<file path="config.mk">
export PLATFORM = sky130hd
export DESIGN_NAME = zbt_sram_ctrl_flat
export DESIGN_NICKNAME = d
export VERILOG_FILES = /design/src/rtl/zbt_sram_ctrl_if.sv /design/src/rtl/zbt_sram_ctrl.sv /design/src/flat_wrapper.sv
export SDC_FILE = /design/constraint.sdc
export NUM_CORES = 1
export LEC_CHECK = 0
export CAP_MARGIN = 10
export CORE_MARGIN = 2
export CORE_UTILIZATION = 46
export CTS_CLUSTER_DIAMETER = 120
export DETAILED_ROUTE_END_ITERATION = 8
export PLACE_DENSITY_LB_ADDON = 0.1
export SLEW_MARGIN = 40
export SYNTH_ARGS = -nofsm -noshare
export SYNTH_HDL_FRONTEND = slang
export SYNTH_SLANG_ARGS = --single-unit
</file>
<file path="constraint.sdc">
create_clock -name clk -period 11.2 [get_ports clk]
set_clock_uncertainty 0.05 [all_clocks]
set_input_delay 3.36 -clock clk [delete_from_list [all_inputs] [get_ports clk]]
set_output_delay 3.36 -clock clk [all_outputs]
set_load 0.005 [all_outputs]
</file>
<file path="src/rtl/zbt_sram_ctrl_if.sv">
// Local-bus side of the ZBT SRAM controller.
// The arbiter side uses the master modport and the controller uses the slave modport.
interface zbt_sram_ctrl_if #(
   parameter int ASIZE  = 18,
   parameter int DSIZE  = 32,
   parameter int BWSIZE = 4
);
   logic              req_valid;
   logic              req_ready;
   logic              req_rw_n;
   logic [ASIZE-1:0]  req_addr;
   logic [1:0]        req_len;
   logic [BWSIZE-1:0] req_bw;
   logic              wd_pop;
   logic [DSIZE-1:0]  wr_data;
   logic              rd_valid;
   logic [DSIZE-1:0]  rd_data;

   modport master (
      output req_valid, req_rw_n, req_addr, req_len, req_bw, wr_data,
      input  req_ready, wd_pop, rd_valid, rd_data
   );

   modport slave (
      input  req_valid, req_rw_n, req_addr, req_len, req_bw, wr_data,
      output req_ready, wd_pop, rd_valid, rd_data
   );
endinterface

</file>
<file path="src/rtl/zbt_sram_ctrl.sv">
// Pipelined ZBT (NoBL) SRAM controller: burst command engine, registered
// address/control pins, write data two cycles behind the address and read
// capture RD_LAT cycles behind it (RD_LAT in 1..4).
// Optional feature macro: ZBT_TURNAROUND_EN inserts one NOP cycle whenever a
// new command reverses the bus direction of the previously issued beat.
module zbt_sram_ctrl #(
   parameter int ASIZE  = 18,
   parameter int DSIZE  = 32,
   parameter int BWSIZE = 4,
   parameter int RD_LAT = 2
) (
   input  logic              clk,
   input  logic              reset,
   zbt_sram_ctrl_if.slave    bus,
   output logic [ASIZE-1:0]  ram_addr,
   output logic              ram_ce_n,
   output logic              ram_rw_n,
   output logic              ram_adv_ld_n,
   output logic [BWSIZE-1:0] ram_bw_n,
   output logic              ram_oe_n,
   output logic [DSIZE-1:0]  ram_dq_out,
   output logic              ram_dq_oe,
   input  logic [DSIZE-1:0]  ram_dq_in
);

`ifdef ZBT_TURNAROUND_EN
   typedef enum logic [1:0] {IDLE, BURST, TURN} state_t;
`else
   typedef enum logic [1:0] {IDLE, BURST} state_t;
`endif

   state_t state_q, state_d;
   logic [1:0]        beat_cnt_q, beat_cnt_d;
   logic [1:0]        len_q, len_d;
   logic              rw_q, rw_d;
   logic [BWSIZE-1:0] bw_q, bw_d;

   // Pin registers
   logic [ASIZE-1:0]  addr_q, addr_d;
   logic              ce_n_q, ce_n_d;
   logic              rw_n_q, rw_n_d;
   logic              adv_ld_n_q, adv_ld_n_d;
   logic [BWSIZE-1:0] bw_n_q, bw_n_d;

`ifdef ZBT_TURNAROUND_EN
   logic [ASIZE-1:0]  turn_addr_q, turn_addr_d;
   logic              last_rw_q, last_rw_d;
   logic              last_vld_q, last_vld_d;
   logic              go_turn;
`endif

   // Data-phase pipelines
   logic              wd_pop_q;
   logic              wr_s1_q;
   logic              dq_oe_q;
   logic [DSIZE-1:0]  dq_out_q;
   logic [RD_LAT:0]   rd_sh_q, rd_sh_d;
   logic              oe_n_q;
   logic              rd_valid_q;
   logic [DSIZE-1:0]  rd_data_q;

   logic              last_beat;
   logic              accept;
   logic              start_now;
   logic              src_rw;
   logic [ASIZE-1:0]  src_addr;
   logic [BWSIZE-1:0] src_bw;
   logic [1:0]        src_len;

   // Ready is the only combinational output: idle, or final beat now on the pins
   assign last_beat     = (state_q == BURST) && (beat_cnt_q == len_q);
   assign bus.req_ready = (state_q == IDLE) || last_beat;
   assign accept        = bus.req_valid && bus.req_ready;

   // Next-state and next-pin decode; pins default to NOP every cycle
   always_comb begin
      state_d    = state_q;
      beat_cnt_d = beat_cnt_q;
      len_d      = len_q;
      rw_d       = rw_q;
      bw_d       = bw_q;
      addr_d     = addr_q;
      ce_n_d     = 1'b1;
      rw_n_d     = 1'b1;
      adv_ld_n_d = 1'b0;
      bw_n_d     = '1;
      src_rw     = bus.req_rw_n;
      src_addr   = bus.req_addr;
      src_bw     = bus.req_bw;
      src_len    = bus.req_len;
      start_now  = accept;
`ifdef ZBT_TURNAROUND_EN
      turn_addr_d = turn_addr_q;
      last_rw_d   = last_rw_q;
      last_vld_d  = last_vld_q;
      go_turn     = 1'b0;
      if (state_q == TURN) begin
         // Parked command issues its first beat after the dead cycle
         src_rw    = rw_q;
         src_addr  = turn_addr_q;
         src_bw    = bw_q;
         src_len   = len_q;
         start_now = 1'b1;
      end else if (accept && last_vld_q && (bus.req_rw_n != last_rw_q)) begin
         start_now = 1'b0;
         go_turn   = 1'b1;
      end
`endif

      if ((state_q == BURST) && !last_beat) begin
         // Continuation beat: the SRAM advances its own wrap counter
         beat_cnt_d = beat_cnt_q + 2'd1;
         ce_n_d     = 1'b0;
         rw_n_d     = rw_q;
         adv_ld_n_d = 1'b1;
         bw_n_d     = rw_q ? {BWSIZE{1'b1}} : ~bw_q;
      end else if (start_now) begin
         state_d    = BURST;
         beat_cnt_d = 2'd0;
         len_d      = src_len;
         rw_d       = src_rw;
         bw_d       = src_bw;
         addr_d     = src_addr;
         ce_n_d     = 1'b0;
         rw_n_d     = src_rw;
         adv_ld_n_d = 1'b0;
         bw_n_d     = src_rw ? {BWSIZE{1'b1}} : ~src_bw;
`ifdef ZBT_TURNAROUND_EN
      end else if (go_turn) begin
         state_d     = TURN;
         len_d       = bus.req_len;
         rw_d        = bus.req_rw_n;
         bw_d        = bus.req_bw;
         turn_addr_d = bus.req_addr;
`endif
      end else begin
         state_d = IDLE;
      end

`ifdef ZBT_TURNAROUND_EN
      if (!ce_n_d) begin
         last_rw_d  = rw_n_d;
         last_vld_d = 1'b1;
      end
`endif
   end

   // Read pipeline advances one stage per pins-cycle; stage 0 marks a read beat on the pins
   assign rd_sh_d[0] = ~ce_n_d & rw_n_d;
   generate
      for (genvar gi = 1; gi <= RD_LAT; gi++) begin : g_rd_sh
         assign rd_sh_d[gi] = rd_sh_q[gi-1];
      end
   endgenerate

   // FSM, command and pin registers
   always_ff @(posedge clk or posedge reset) begin
      if (reset) begin
         state_q    <= IDLE;
         beat_cnt_q <= 2'd0;
         len_q      <= 2'd0;
         rw_q       <= 1'b1;
         bw_q       <= '0;
         addr_q     <= '0;
         ce_n_q     <= 1'b1;
         rw_n_q     <= 1'b1;
         adv_ld_n_q <= 1'b0;
         bw_n_q     <= '1;
      end else begin
         state_q    <= state_d;
         beat_cnt_q <= beat_cnt_d;
         len_q      <= len_d;
         rw_q       <= rw_d;
         bw_q       <= bw_d;
         addr_q     <= addr_d;
         ce_n_q     <= ce_n_d;
         rw_n_q     <= rw_n_d;
         adv_ld_n_q <= adv_ld_n_d;
         bw_n_q     <= bw_n_d;
      end
   end

`ifdef ZBT_TURNAROUND_EN
   // Direction of the last issued beat and the parked address during TURN
   always_ff @(posedge clk or posedge reset) begin
      if (reset) begin
         turn_addr_q <= '0;
         last_rw_q   <= 1'b1;
         last_vld_q  <= 1'b0;
      end else begin
         turn_addr_q <= turn_addr_d;
         last_rw_q   <= last_rw_d;
         last_vld_q  <= last_vld_d;
      end
   end
`endif

   // Write path: pop at P, sample wr_data at end of P+1, drive pads during P+2
   always_ff @(posedge clk or posedge reset) begin
      if (reset) begin
         wd_pop_q <= 1'b0;
         wr_s1_q  <= 1'b0;
         dq_oe_q  <= 1'b0;
         dq_out_q <= '0;
      end else begin
         wd_pop_q <= ~ce_n_d & ~rw_n_d;
         wr_s1_q  <= wd_pop_q;
         dq_oe_q  <= wr_s1_q;
         if (wr_s1_q) begin
            dq_out_q <= bus.wr_data;
         end
      end
   end

   // Read path: OE low during P+RD_LAT, capture at its end, present during P+RD_LAT+1
   always_ff @(posedge clk or posedge reset) begin
      if (reset) begin
         rd_sh_q    <= '0;
         oe_n_q     <= 1'b1;
         rd_valid_q <= 1'b0;
         rd_data_q  <= '0;
      end else begin
         rd_sh_q    <= rd_sh_d;
         oe_n_q     <= ~rd_sh_q[RD_LAT-1];
         rd_valid_q <= rd_sh_q[RD_LAT];
         if (rd_sh_q[RD_LAT]) begin
            rd_data_q <= ram_dq_in;
         end
      end
   end

   assign ram_addr     = addr_q;
   assign ram_ce_n     = ce_n_q;
   assign ram_rw_n     = rw_n_q;
   assign ram_adv_ld_n = adv_ld_n_q;
   assign ram_bw_n     = bw_n_q;
   assign ram_oe_n     = oe_n_q;
   assign ram_dq_out   = dq_out_q;
   assign ram_dq_oe    = dq_oe_q;
   assign bus.wd_pop   = wd_pop_q;
   assign bus.rd_valid = rd_valid_q;
   assign bus.rd_data  = rd_data_q;

endmodule

</file>
<file path="src/flat_wrapper.sv">
// flat-port wrapper written by rule: the top's interface ports become plain ports
module zbt_sram_ctrl_flat 
#(
   parameter int ASIZE  = 18,
   parameter int DSIZE  = 32,
   parameter int BWSIZE = 4,
   parameter int RD_LAT = 2
)
  (clk, reset, ram_addr, ram_ce_n, ram_rw_n, ram_adv_ld_n, ram_bw_n, ram_oe_n, ram_dq_out, ram_dq_oe, ram_dq_in, bus_req_valid, bus_req_rw_n, bus_req_addr, bus_req_len, bus_req_bw, bus_wr_data, bus_req_ready, bus_wd_pop, bus_rd_valid, bus_rd_data);
  zbt_sram_ctrl_if #(.ASIZE(ASIZE), .DSIZE(DSIZE), .BWSIZE(BWSIZE)) bus_i ();
  input  logic clk;
  input  logic reset;
  output logic [ASIZE-1:0] ram_addr;
  output logic ram_ce_n;
  output logic ram_rw_n;
  output logic ram_adv_ld_n;
  output logic [BWSIZE-1:0] ram_bw_n;
  output logic ram_oe_n;
  output logic [DSIZE-1:0] ram_dq_out;
  output logic ram_dq_oe;
  input  logic [DSIZE-1:0] ram_dq_in;
  input wire logic [$bits(bus_i.req_valid)-1:0] bus_req_valid;
  input wire logic [$bits(bus_i.req_rw_n)-1:0] bus_req_rw_n;
  input wire logic [$bits(bus_i.req_addr)-1:0] bus_req_addr;
  input wire logic [$bits(bus_i.req_len)-1:0] bus_req_len;
  input wire logic [$bits(bus_i.req_bw)-1:0] bus_req_bw;
  input wire logic [$bits(bus_i.wr_data)-1:0] bus_wr_data;
  output wire logic [$bits(bus_i.req_ready)-1:0] bus_req_ready;
  output wire logic [$bits(bus_i.wd_pop)-1:0] bus_wd_pop;
  output wire logic [$bits(bus_i.rd_valid)-1:0] bus_rd_valid;
  output wire logic [$bits(bus_i.rd_data)-1:0] bus_rd_data;
  assign bus_i.req_valid = bus_req_valid;
  assign bus_i.req_rw_n = bus_req_rw_n;
  assign bus_i.req_addr = bus_req_addr;
  assign bus_i.req_len = bus_req_len;
  assign bus_i.req_bw = bus_req_bw;
  assign bus_i.wr_data = bus_wr_data;
  assign bus_req_ready = bus_i.req_ready;
  assign bus_wd_pop = bus_i.wd_pop;
  assign bus_rd_valid = bus_i.rd_valid;
  assign bus_rd_data = bus_i.rd_data;
  zbt_sram_ctrl #(.ASIZE(ASIZE), .DSIZE(DSIZE), .BWSIZE(BWSIZE), .RD_LAT(RD_LAT)) u_core (.clk(clk), .reset(reset), .bus(bus_i), .ram_addr(ram_addr), .ram_ce_n(ram_ce_n), .ram_rw_n(ram_rw_n), .ram_adv_ld_n(ram_adv_ld_n), .ram_bw_n(ram_bw_n), .ram_oe_n(ram_oe_n), .ram_dq_out(ram_dq_out), .ram_dq_oe(ram_dq_oe), .ram_dq_in(ram_dq_in));
endmodule
</file>
==> results of run 1 <==
-- layout make-up --
cell class | instances | area [um^2] | share of cell area, %
Clock buffer | 9 | 124 | 1.87
Inverter | 4 | 20.0 | 0.303
Tap cell | 129 | 161 | 2.44
Timing Repair Buffer | 189 | 1890 | 28.5
Sequential cell | 107 | 2690 | 40.6
Multi-Input combinational cell | 195 | 1660 | 25.1
Clock inverter | 7 | 75.1 | 1.13
-- state kept, by name, summed over array words and instances (netlist names), 2 cells and up --
register / cells
u_core.ram_bw_n: 4
u_core.len_q: 2
u_core.bus.rd_data: 32
u_core.ram_dq_out: 32
u_core.beat_cnt_q: 2
u_core.rd_sh_q: 3
u_core.bw_q: 4
u_core.ram_addr: 18
-- power breakdown --
part	internal [uW]	leakage, uW	switching [uW]
clock	105	0.000104	132
sequential	591	0.00123	129
combinational	563	0.00130	364
-- critical path: stages (launching register included) --
cell             delay, ns
dfrtp_1               0.55
xor2_4                0.64
o21ai_4               0.23
clkdlybuf4s50_1       0.50
-- layer usage --
metal  up-vias  GRT usage [%]  share of wire [%]  wire length (um)
li1       1524              -                  -                 -
met1      1546           24.4                 42              4290
met2       110           34.3                 50              5170
met3        16           3.69                6.3               646
met4         0           7.79                1.8               184
met5         -              0                  0                 0
-- metrics by stage --
stage | power, uW | instance area (um^2) | std cells | worst slack [ns]
CTS | 1910 | 6620 | 640 | 5.46
global placement | 1630 | 6390 | 624 | 5.71
floorplan | 1190 | 4450 | 329 | 4.99
global route | 2010 | 6620 | 640 | 5.35
detailed placement | 1670 | 6420 | 624 | 5.89
finish | 1880 | 6620 | 640 | 5.51
-- cell families after synthesis --
family                 after synthesis
flip-flops                         107
multiplexers                        71
AND/OR/NAND/NOR                     68
AO/OA/AOI/OAI                       54
buffers and inverters               27
XOR/XNOR                             2
-- placed cells by master (no fill, tap or decap) --
cell and instances:
a211o_1 1, buf_4 3, buf_6 1, bufinv_16 1, clkbuf_8 9, clkdlybuf4s50_1 185, clkinv_2 2, clkinv_4 2
dfrtp_1 98, dfrtp_2 1, dfstp_2 8, inv_1 2, inv_4 2, inv_6 2, mux2_1 5, mux2_2 64
mux2i_1 2, nand2_1 31, nand2b_1 33, nand3_1 1, nand4b_1 1, nor2_1 1, nor2b_1 1, o2111ai_1 1
o211ai_1 40, o211ai_2 10, o21ai_1 1, o21ai_4 1, xor2_4 2
-- how the worst min path moves through the flow --
stage	from	end	slack, ns	cells past startpoint
after floorplan	u_core.rd_sh_q[0]$_DFF_PP0_	u_core.rd_sh_q[1]$_DFF_PP0_	0.28	0
after global placement	u_core.rd_sh_q[0]$_DFF_PP0_	u_core.rd_sh_q[1]$_DFF_PP0_	0.29	0
after detailed placement	u_core.rd_sh_q[0]$_DFF_PP0_	u_core.rd_sh_q[1]$_DFF_PP0_	0.29	0
after CTS	u_core.rd_sh_q[0]$_DFF_PP0_	u_core.rd_sh_q[1]$_DFF_PP0_	0.30	0
after global routing	u_core.bus.wd_pop$_DFF_PP0_	u_core.wr_s1_q$_DFF_PP0_	0.33	0
final	u_core.rd_sh_q[0]$_DFF_PP0_	u_core.rd_sh_q[1]$_DFF_PP0_	0.30	0
==> results.sh, run 1 <==
export IMPL_worst_setup_path_type="reg -> out"
export IMPL_end_kind="primary output"
export IMPL_fill_cells=700
export IMPL_finalNetCount=598
export IMPL_cellPowerDensity_nw_per_um2=285
export IMPL_worst_setup_path_start_kind="flop"
export IMPL_clk_insertion_delay_late_ns=0.36
export IMPL_wl_um=10300
export IMPL_syn_nets=421
export IMPL_finalCritPeriodShare_pct=50.8
export IMPL_drive_gt1_share_pct=21.1
export IMPL_rrSetupSlack_ns=9.08
export IMPL_relSlewSlack_pct=51.2
export IMPL_cts_buffers=9
export IMPL_drv_slew=0
export IMPL_fmax_mhz=176
export IMPL_hold_class="reg -> reg"
export IMPL_cp_max_fo=26
export IMPL_reg2reg_depth=4
export IMPL_grt_pass1_vias=3266
export IMPL_yosysSeqAreaShare_pct=60.4
export IMPL_core_area_um2=9330
export IMPL_synth_edf_count=0
export IMPL_grt_total_usage_pct=19.7
export IMPL_cts_hold_buffers=0
export IMPL_synth_top_family_by_area="multiplexers"
export IMPL_clock_path_buffers=2
export IMPL_wire_per_inst_um=16.1
export IMPL_synth_fa_ha_area_share_pct=0
export IMPL_dp_hpwl_um=7290
export IMPL_yosysMostFrequentCell="dfrtp_1"
export IMPL_ys_seq_elements=107
export IMPL_p_leak_uw=0.00263
export IMPL_synth_avg_cell_area_um2=13.5
export IMPL_synthesis_area_um2=4450
export IMPL_required_ns=7.79
export IMPL_drv_cap=0
export IMPL_antenna_left=0
export IMPL_outcome="finished, final reports clean"
export IMPL_crit_start="u_core.len_q[1]$_DFFE_PP0P_"
export IMPL_vias=3196
export IMPL_root_buffer="clkbuf_8"
export IMPL_final_util_pct=70.9
export IMPL_grt_overflow_total=0
export IMPL_synthMuxAreaShare_pct=17.9
export IMPL_start_util_pct=47.7
export IMPL_first_iter_violations=78
export IMPL_regToRegStartpoint="u_core.len_q[1]$_DFFE_PP0P_"
export IMPL_ir_drop_mv=0.158
export IMPL_grt_first_pass_wirelength_um=16000
export IMPL_die_height_um=102
export IMPL_via_per_inst=4.99
export IMPL_ys_types=24
export IMPL_worstReg2RegEnd="u_core.ram_addr[7]$_DFFE_PP0P_"
export IMPL_fin_setup_tns_ns=0
export IMPL_ys_warn_count=0
export IMPL_drc=0
export IMPL_hold_ws_ns=0.300
export IMPL_synth_simple_area_share_pct=7.79
export IMPL_area_growth_pct=48.7
export IMPL_diodes=0
export IMPL_cts_tree="built"
export IMPL_clkSinkCount=107
export IMPL_antenna_found_initial=0
export IMPL_htree_num_levels=3
export IMPL_io_pins=186
export IMPL_setup_viol=0
export IMPL_yosys_top_cells_count="dfrtp_1 (99), mux2_2 (64), o211ai_1 (40)"
export IMPL_row_count=35
export IMPL_die_w_um=102
export IMPL_grt_max_degree=77
export IMPL_dieArea_um2=10500
export IMPL_yosys_area_top_type="dfrtp_1"
export IMPL_cts_resized=0
export IMPL_yosys_area_top_type_share_pct=55.7
export IMPL_async_flop_share_pct=100
export IMPL_worst_slew_pin_transition_ns=0.731
export IMPL_ys_flop_type="dfrtp_1"
export IMPL_port_buffers=185
export IMPL_syn_inst=329
export IMPL_cp_arrival_ns=2.28
export IMPL_rsz0062_at_grt="false"
export IMPL_ys_top_cells_by_area="dfrtp_1 (56%), mux2_2 (16%), o211ai_1 (6.7%), dfstp_2 (4.7%), nand2b_1 (4.6%)"
export IMPL_synth_xor_area_share_pct=0.731
export IMPL_fin_crit_ns=5.69
export IMPL_endpoint="bus_req_ready"
export IMPL_cts_clk_slew_worst_paths_ns=0.11
export IMPL_gp_congestion=0.798
export IMPL_finalHoldViolations=0
export IMPL_cts_setup_buffers=0
export IMPL_dr_pass1_iters=5
export IMPL_synth_compound_area_share_pct=10.4
(Power assumes the default switching activity.)
==> run 2, diff against run 1 <==
--- a/config.mk
+++ b/config.mk
@@ -7,7 +7,7 @@
 export LEC_CHECK = 0
 export CAP_MARGIN = 10
 export CORE_MARGIN = 2
-export CORE_UTILIZATION = 46
+export CORE_UTILIZATION = 43
 export CTS_CLUSTER_DIAMETER = 120
 export DETAILED_ROUTE_END_ITERATION = 8
 export PLACE_DENSITY_LB_ADDON = 0.1
==> constraint.sdc (replaced) <==
create_clock -name clk -period 5.7 [get_ports clk]
set_clock_uncertainty 0.05 [all_clocks]
set_input_delay 1.71 -clock clk [delete_from_list [all_inputs] [get_ports clk]]
set_output_delay 1.71 -clock clk [all_outputs]
set_load 0.005 [all_outputs]
==> results.sh, run 2 (synthesis results as in run 1) <==
export IMPL_outcome="finished, final reports clean"
export IMPL_row_count=37
export IMPL_dp_hpwl_um=7250
export IMPL_dp_cells=632
export IMPL_cts_hold_buffers=0
export IMPL_worst_setup_path_start_kind="flop"
export IMPL_setup_viol=0
export IMPL_root_buffer="clkbuf_8"
export IMPL_p_sw_uw=1220
export IMPL_power_frac_clock_pct=11.7
export IMPL_p_comb_share_pct=49.9
export IMPL_p_int_uw=2440
export IMPL_p_leak_uw=0.00262
export IMPL_crit_start="u_core.len_q[0]$_DFFE_PP0P_"
export IMPL_end_kind="primary output"
export IMPL_grt_first_pass_wirelength_um=16500
export IMPL_reg2reg_depth=4
export IMPL_grt_max_degree=62
export IMPL_final_util_pct=64.9
export IMPL_dieArea_um2=11200
export IMPL_cellPowerDensity_nw_per_um2=554
export IMPL_cp_arrival_ns=2.28
export IMPL_diodes=0
export IMPL_drc=0
export IMPL_cp_max_fo=26
export IMPL_hp_start="u_core.rd_sh_q[0]$_DFF_PP0_"
export IMPL_clock_path_buffers=2
export IMPL_wl_um=10400
export IMPL_port_buffers=185
export IMPL_dr_pass1_iters=4
export IMPL_hold_ws_ns=0.310
export IMPL_via_per_inst=4.97
export IMPL_vias=3218
export IMPL_multi_input_comb_area_um2=1660
export IMPL_gp_congestion=0.731
export IMPL_clk_insertion_delay_late_ns=0.36
export IMPL_regToRegStartpoint="u_core.len_q[0]$_DFFE_PP0P_"
export IMPL_worstReg2RegEnd="u_core.ram_addr[4]$_DFFE_PP0P_"
export IMPL_worst_slew_pin_transition_ns=0.712
export IMPL_cts_setup_buffers=0
export IMPL_io_pins=186
export IMPL_cts_clk_slew_worst_paths_ns=0.10
export IMPL_rrSetupSlack_ns=3.60
export IMPL_power_frac_seq_pct=38.4
export IMPL_fill_cells=812
export IMPL_worst_setup_path_type="reg -> out"
export IMPL_finalHoldViolations=0
export IMPL_fin_setup_tns_ns=0
export IMPL_start_util_pct=43.7
export IMPL_grt_pass1_vias=3249
export IMPL_p_sw_share_pct=33.3
export IMPL_finalCritPeriodShare_pct=70.9
export IMPL_drv_slew=0
export IMPL_final_common_cell="clkdlybuf4s50_1"
export IMPL_area_growth_pct=48.6
export IMPL_whs_path_depth=0
export IMPL_antenna_found_initial=0
export IMPL_min_to="u_core.rd_sh_q[1]$_DFF_PP0_"
export IMPL_grt_total_usage_pct=18.7
export IMPL_final_cell_count_no_fill=648
export IMPL_hold_class="reg -> reg"
export IMPL_clkSinkCount=107
export IMPL_antenna_left=0
export IMPL_cts_buffers=9
export IMPL_ir_drop_mv=0.270
export IMPL_final_cell_mix="clkdlybuf4s50_1 (185), dfrtp_1 (98), mux2_2 (64)"
export IMPL_required_ns=3.94
export IMPL_die_height_um=106
export IMPL_rsz0062_at_grt="false"
export IMPL_htree_num_levels=3
export IMPL_fmax_mhz=247
export IMPL_fin_crit_ns=4.04
export IMPL_drive_gt1_share_pct=21.1
export IMPL_finalNetCount=599
export IMPL_cts_tree="built"
export IMPL_first_iter_violations=123
export IMPL_core_area_um2=10200
export IMPL_power_uw=3660
export IMPL_relSlewSlack_pct=52.5
export IMPL_cts_resized=0
export IMPL_drv_cap=0
export IMPL_die_w_um=106
export IMPL_wire_per_inst_um=16.0
export IMPL_final_seq_area_um2=2690
export IMPL_grt_overflow_total=0
[run 2: metrics by stage]
step	setup WS, ns	area (um^2)
6_report	1.66	6610
5_1_grt	1.54	6610
4_1_cts	1.62	6610
3_5_place_dp	2.03	6430
3_3_place_gp	1.80	6410
2_1_floorplan	1.14	4450
[run 2: area by class of cell]
| class | count | share of cell area [%] |
|---|---|---|
| sequential | 107 | 40.7 |
| timing repair buffer | 190 | 28.6 |
| multi-input combinational | 195 | 25.1 |
| tap | 136 | 2.57 |
| clock buffer | 11 | 2.14 |
| clock inverter | 5 | 0.568 |
| inverter | 4 | 0.341 |
[run 2: critical path, cell delays in order (launching register included)]
cell and delay (ns):
dfrtp_1 0.53, xor2_4 0.61, o21ai_4 0.25, clkdlybuf4s50_1 0.52
[run 2: layer usage]
layer  global-route usage [%]  part of all wire, %
met5                        0                    0
met4                     6.39                  1.7
met3                     4.27                  5.8
met2                     30.5                   48
met1                     24.7                   44
[run 2: how the worst max path moves through the flow]
stage / to
after floorplan: u_core.beat_cnt_q[0]$_DFFE_PP0N_
after global placement: bus_req_ready
after detailed placement: bus_req_ready
after CTS: bus_req_ready
after global routing: bus_req_ready
final: bus_req_ready
[run 2: power by group through the flow]
stage          logic [uW]  clock network, uW  registers [uW]
2_1_floorplan         933                  0            1410
3_3_place_gp         1800                  0            1400
3_5_place_dp         1850                  0            1430
4_1_cts              1850                443            1410
5_1_grt              1970                475            1470
6_report             1830                428            1410
